==> config.mk <==
export PLATFORM = sky130hd
export DESIGN_NAME = video_timing_gen
export DESIGN_NICKNAME = d
export VERILOG_FILES = /design/src/rtl/video_timing_pkg.sv /design/src/rtl/vtg_cfg_shadow.sv /design/src/rtl/video_timing_gen.sv
export SDC_FILE = /design/constraint.sdc
export NUM_CORES = 1
export LEC_CHECK = 0
export BUFFER_PORTS_ARGS = -buffer_cell sky130_fd_sc_hd__buf_2
export CORE_MARGIN = 5
export CORE_UTILIZATION = 25
export DETAILED_ROUTE_END_ITERATION = 10
export MAX_ROUTING_LAYER = met4
export SYNTH_ARGS = -nofsm -noshare
export SYNTH_HDL_FRONTEND = slang
export SYNTH_SLANG_ARGS = --single-unit
==> constraint.sdc <==
create_clock -name clk -period 11.05 [get_ports clk]
set_input_delay 1.105 -clock clk [delete_from_list [all_inputs] [get_ports clk]]
set_output_delay 1.105 -clock clk [all_outputs]
set_load 0.05 [all_outputs]
==> src/rtl/video_timing_pkg.sv <==
// video_timing_pkg: shared timing config type, limits and validation for the raster generator
package video_timing_pkg;

    localparam int T_BITS = 16;
    localparam logic [T_BITS-1:0] MIN_H_TOTAL = 16'd4;
    localparam logic [T_BITS-1:0] MIN_V_TOTAL = 16'd2;

    typedef struct packed {
        logic [T_BITS-1:0] h_total, h_sync, h_bp, h_fp;
        logic [T_BITS-1:0] v_total, v_sync, v_bp, v_fp;
        logic              interlaced, hs_neg, vs_neg;
        logic [T_BITS-1:0] irq_line;
    } timing_cfg_t;

    function automatic logic cfg_valid(input timing_cfg_t c);
        logic [T_BITS+1:0] h_sum;
        logic [T_BITS+1:0] v_sum;
        h_sum = {2'b00, c.h_sync} + {2'b00, c.h_bp} + {2'b00, c.h_fp};
        v_sum = {2'b00, c.v_sync} + {2'b00, c.v_bp} + {2'b00, c.v_fp};
        return (c.h_total >= MIN_H_TOTAL) && (c.v_total >= MIN_V_TOTAL) &&
               (h_sum < {2'b00, c.h_total}) && (v_sum < {2'b00, c.v_total});
    endfunction

endpackage

==> src/rtl/vtg_cfg_shadow.sv <==
// vtg_cfg_shadow: validates config loads, holds them pending and applies them at frame end
module vtg_cfg_shadow
    import video_timing_pkg::*;
(
    input  logic        clk,
    input  logic        reset,
    input  logic        load,
    input  timing_cfg_t cfg,
    input  logic        frame_end,
    output timing_cfg_t active,
    output logic        busy,
    output logic        applied,
    output logic        err
);

    timing_cfg_t shadow;
    logic        ok;

    assign ok = cfg_valid(cfg);

    // apply reads the old shadow, so a load on the apply cycle stays pending
    always_ff @(posedge clk) begin
        if (reset) begin
            active  <= cfg;
            shadow  <= cfg;
            busy    <= 1'b0;
            applied <= 1'b0;
            err     <= 1'b0;
        end else begin
            if (frame_end && busy) active <= shadow;
            if (load && ok) shadow <= cfg;
            busy    <= (load && ok) || (busy && !frame_end);
            applied <= frame_end && busy;
            err     <= load && !ok;
        end
    end

endmodule

==> src/rtl/video_timing_gen.sv <==
// video_timing_gen: reprogrammable raster timing generator with shadowed config and line interrupt
module video_timing_gen
    import video_timing_pkg::*;
#(
    parameter int X_BITS     = 12,
    parameter int Y_BITS     = 12,
    parameter int FRAME_BITS = 8
) (
    input  logic                  clk,
    input  logic                  reset,
    input  logic                  ce_pix,
    input  logic                  cfg_load,
    input  logic [X_BITS-1:0]     cfg_h_total,
    input  logic [X_BITS-1:0]     cfg_h_sync,
    input  logic [X_BITS-1:0]     cfg_h_bp,
    input  logic [X_BITS-1:0]     cfg_h_fp,
    input  logic [Y_BITS-1:0]     cfg_v_total,
    input  logic [Y_BITS-1:0]     cfg_v_sync,
    input  logic [Y_BITS-1:0]     cfg_v_bp,
    input  logic [Y_BITS-1:0]     cfg_v_fp,
    input  logic                  cfg_interlaced,
    input  logic                  cfg_hs_neg,
    input  logic                  cfg_vs_neg,
    input  logic [Y_BITS-1:0]     cfg_irq_line,
    output logic                  cfg_busy,
    output logic                  cfg_applied,
    output logic                  cfg_err,
    output logic                  hs,
    output logic                  vs,
    output logic                  hde,
    output logic                  vde,
    output logic                  de,
    output logic [X_BITS-1:0]     x,
    output logic [Y_BITS:0]       y,
    output logic                  field,
    output logic [FRAME_BITS-1:0] frame_cnt,
    output logic                  line_irq
);

    timing_cfg_t       cfg, act;
    logic [X_BITS-1:0] h_count;
    logic [Y_BITS-1:0] v_count, line;
    logic              fld, vs_on;
    logic [T_BITS-1:0] hc, vc, v_lines, h_start, h_end, v_start, v_end, vs_pos;
    logic              last_pix, last_line, field_end, frame_end, vs_now, hde_n, vde_n;

    assign cfg = '{
        h_total:    T_BITS'(cfg_h_total),
        h_sync:     T_BITS'(cfg_h_sync),
        h_bp:       T_BITS'(cfg_h_bp),
        h_fp:       T_BITS'(cfg_h_fp),
        v_total:    T_BITS'(cfg_v_total),
        v_sync:     T_BITS'(cfg_v_sync),
        v_bp:       T_BITS'(cfg_v_bp),
        v_fp:       T_BITS'(cfg_v_fp),
        interlaced: cfg_interlaced,
        hs_neg:     cfg_hs_neg,
        vs_neg:     cfg_vs_neg,
        irq_line:   T_BITS'(cfg_irq_line)
    };

    vtg_cfg_shadow u_shadow (
        .clk       (clk),
        .reset     (reset),
        .load      (cfg_load),
        .cfg       (cfg),
        .frame_end (frame_end),
        .active    (act),
        .busy      (cfg_busy),
        .applied   (cfg_applied),
        .err       (cfg_err)
    );

    // decode of the pixel at the current counter position; field 1 carries one extra line
    always_comb begin
        hc        = T_BITS'(h_count);
        vc        = T_BITS'(v_count);
        v_lines   = act.v_total + T_BITS'(fld);
        h_start   = act.h_sync + act.h_bp;
        h_end     = act.h_total - act.h_fp - 1'b1;
        v_start   = act.v_sync + act.v_bp;
        v_end     = v_lines - act.v_fp - 1'b1;
        vs_pos    = fld ? (act.h_total >> 1) : '0;
        last_pix  = hc == act.h_total - 1'b1;
        last_line = vc == v_lines - 1'b1;
        field_end = ce_pix && last_pix && last_line;
        frame_end = field_end && (!act.interlaced || fld);
        vs_now    = (hc == vs_pos) ? (vc < act.v_sync) : vs_on;
        hde_n     = hc >= h_start && hc <= h_end;
        vde_n     = vc >= v_start && vc <= v_end;
        line      = Y_BITS'(vc - v_start);
    end

    // raster counters and registered outputs, all frozen while ce_pix is low
    always_ff @(posedge clk) begin
        if (reset) begin
            h_count   <= '0;
            v_count   <= '0;
            fld       <= 1'b0;
            vs_on     <= 1'b0;
            frame_cnt <= '0;
            hs        <= cfg_hs_neg;
            vs        <= cfg_vs_neg;
            hde       <= 1'b0;
            vde       <= 1'b0;
            de        <= 1'b0;
            x         <= '0;
            y         <= '0;
            field     <= 1'b0;
            line_irq  <= 1'b0;
        end else begin
            line_irq <= ce_pix && hc == '0 && vc == act.irq_line;
            if (ce_pix) begin
                h_count <= last_pix ? '0 : h_count + 1'b1;
                if (last_pix) v_count <= last_line ? '0 : v_count + 1'b1;
                if (field_end) fld <= act.interlaced & ~fld;
                if (frame_end) frame_cnt <= frame_cnt + 1'b1;
                vs_on <= vs_now;
                hs    <= (hc < act.h_sync) ^ act.hs_neg;
                vs    <= vs_now ^ act.vs_neg;
                hde   <= hde_n;
                vde   <= vde_n;
                de    <= hde_n & vde_n;
                x     <= X_BITS'(hc - h_start);
                y     <= act.interlaced ? {line, fld} : {1'b0, line};
                field <= fld;
            end
        end
    end

endmodule
==> flow_summary_export.csv <==
group,metric,value,unit
layout,layout_common_cells,"edfxtp_1 (224), ha_1 (202), buf_2 (156)",
timing,holdWs,0.439,ns
placed_design,dp_slack,3.70,ns
power_and_ir_drop,pwr-share-comb,30.2,%
run,max_cap_viol_count,0,
timing,rsz0062_at_grt,"false",
timing,drv_slew,0,
clock_network,clk_latency,0.55,ns
layout,drive_gt1_share,16.8,%
worst_setup_path,crit_path_end_kind,"flop",
power_and_ir_drop,p_int,2.54,mW
logic_synthesis,synth_seq_cells,291,
routing,viasPerCell,4.60,
worst_setup_path,worstPathArrival,6.90,ns
clock_network,cts.path.max_buffers,3,
worst_setup_path,cp_cell_sequence,"buf_2 > ha_1 > a21o_1 > a21oi_1 > o21bai_1 > a21oi_1 > xnor2_1 > ha_1 > or4_1 > a31oi_1 > o21ai_0 > a21o_1 > a21oi_1 > xnor2_1 > ha_1 > a22oi_1 > nand3_1 > a31oi_1 > o211ai_1 > a211oi_1 > a21o_4 > buf_4",
logic_synthesis,synth_area_leader_cell,"edfxtp_1",
global_route,grt_max_degree,76,
power_and_ir_drop,sw_frac_of_total,31.9,%
routing,routedWlPerCell,17.1,um
worst_setup_path,max_stage_delay,0.84,ns
logic_synthesis,synth_top_area_share,33.7,%
layout,synthToLayoutAreaGrowth,16.3,%
logic_synthesis,synth_area_leaders,"edfxtp_1 (34%), ha_1 (13%), dfxtp_1 (6.7%), mux2_2 (6.2%), xnor2_1 (5.1%)",
clock_network,cts_hold_buf,0,
layout,multi_input_area,11100,um^2
placed_design,place_congestion,0.837,
clock_network,postCtsResizedCells,0,
worst_setup_path,crit_fanout,68,
clock_network,numCtsBuffers,34,
layout,seqCellArea,8070,um^2
power_and_ir_drop,switchingPower,1.19,mW
die,die_area,85500,um^2
die,fp.dieH,292,um
power_and_ir_drop,power_frac_seq,37.4,%
clock_network,root_buffer,"clkbuf_16",
timing,setup_tns,0,ns
logic_synthesis,syn_area_per_cell,10.3,um^2
routing,drtIter0Drc,817,
logic_synthesis,seq_area_frac_synth,40.5,%
logic_synthesis,async_flop_share,0,%
worst_setup_path,cp.required,11.21,ns
die,io_pins,158,
timing,fin_ws,4.31,ns
timing,setup_viol,0,
placed_design,hpwl,41900,um
global_route,grt_overflow_total,0,
timing,fin_crit,6.74,ns
clock_network,cts_tree,"done",
power_and_ir_drop,power-per-cell-area,161,nW/um^2
layout,layout_commonest_cell,"edfxtp_1",
routing,wirelength,54300,um
global_route,grt_use_total,12.6,%
layout,layout.nets,2399,
routing,drc,0,
die,die_w,292,um
run_status,outcome,"complete, no violations",
min_path,hold_class,"reg2reg",
worst_setup_path,path_class,"in2reg",
placed_design,port_buffers,157,
power_and_ir_drop,vdd_drop_max,0.0931,mV
clock_network,path_clk_slew,0.06,ns
power_and_ir_drop,power_leakage,9.46,nW
worst_setup_path,cp_slowest_cell,"buf_4",
timing,tightest_slew,0.980,ns
die,row_count,103,
logic_synthesis,synth_cell_types,75,
timing,relSlewSlack,34.6,%
timing,timing.final.crit_share,61.0,%
routing,firstDrtPassIters,5,
clock_network,post_cts_buffers,0,
logic_synthesis,synthesis.area,19900,um^2
die,core,79000,um^2
die,start_util,25.2,%
routing,vias,14637,
timing,max_freq,148,MHz
global_route,grt_pass1_vias,14009,
global_route,grt_first_pass_wirelength,82600,um
timing,hold_viol,0,
clock_network,h-tree-depth,2,
placed_design,placed_cells,3086,
logic_synthesis,synth-edff-count,224,
layout,n_fill_cell,8162,
worst_setup_path,cp-start-kind,"input port",
timing,finClkSkew,0.0188,ns
power_and_ir_drop,pwr-share-clk,32.4,%
logic_synthesis,synth_cells,1927,
power_and_ir_drop,total_power,3.73,mW
layout,final-instance-count-excl-fill,3183,
logic_synthesis,yosys_most_used_dff,"edfxtp_1",
routing,antenna_left,0,
global_route,antenna_found_initial,34,
logic_synthesis,yosysWarnings,0,
clock_network,clkSinkCount,291,
logic_synthesis,synth_fp_nets,2254,
synthesized netlist by cell type, types with 25 or more instances:
cell,instances
inv_1,144
nand4_1,29
a21o_1,35
xnor2_1,115
edfxtp_1,224
nor3_1,42
o21ai_0,70
mux2_2,110
dfxtp_1,67
nand3_1,54
clkbuf_1,48
nor2_1,149
ha_1,202
mux2i_1,25
xor2_1,62
nor4_1,29
nand2_1,79
a21oi_1,92
routing by layer:
metal	GRT usage, %	wire [um]
met3	3.70	3780
met1	16.2	24900
met4	3.67	1420
met2	19.3	24200
met5	-	0
worst max-delay path, delay by kind of cell:
family,cells,cell delay (ns)
AO/OA/AOI/OAI,13,2.97
XOR/XNOR,2,0.32
buffers and inverters,2,0.97
adder cells (fa/ha/maj),3,0.84
AND/OR/NAND/NOR,2,0.61
registers in the layout (all words and copies together) (netlist names), 8 cells and up:
register	flops
frame_cnt	8
y	13
x	12
u_shadow.active	111
v_count	12
u_shadow.shadow	111
h_count	12
area by class of cell:
cell class                 count  area share (%)
antenna                       35           0.378
clock buffer                  44            4.01
clock inverter                18            1.16
inverter                     144            2.33
multi-input combinational   1434            47.9
sequential                   291            34.8
tap                         1050            5.66
timing repair buffer         167            3.74
stage by stage:
stage	util (%)	instance area [um^2]
global placement	27.7	21900
CTS	29.3	23100
finish	29.4	23200
detailed placement	27.7	21900
global route	29.4	23200
floorplan	-	19900
logic make-up (layout without fill, tap and decap cells):
logic type      count (synthesis)  after routing  share of synthesized area (%)
mux                           135            135                           7.47
simple gates                  525            525                           13.5
fa+ha+maj                     212            212                           13.7
buf+inv                       202            373                           3.83
other cells                     0             35                              0
compound gates                380            380                           12.7
flops                         291            291                           40.5
xor+xnor                      182            182                           8.35
power groups by stage:
stage / Sequential (mW) / Clock, mW / Combinational, mW
floorplan: 1.45 / 0 / 0.803
global placement: 1.42 / 0 / 1.12
detailed placement: 1.42 / 0 / 1.13
CTS: 1.40 / 1.25 / 1.14
global route: 1.41 / 1.29 / 1.26
finish: 1.40 / 1.21 / 1.13
worst paths after layout:
check                start                    to  slack (ns)  depth (start not counted)
max reg2reg            fld                   vde        5.06                         20
max          cfg_v_sync[1]  u_shadow.shadow[102]        4.31                         22
min reg2reg            hde                   hde        0.44                          2
min                    hde                   hde        0.44                          2
(Power assumes the default switching activity.)
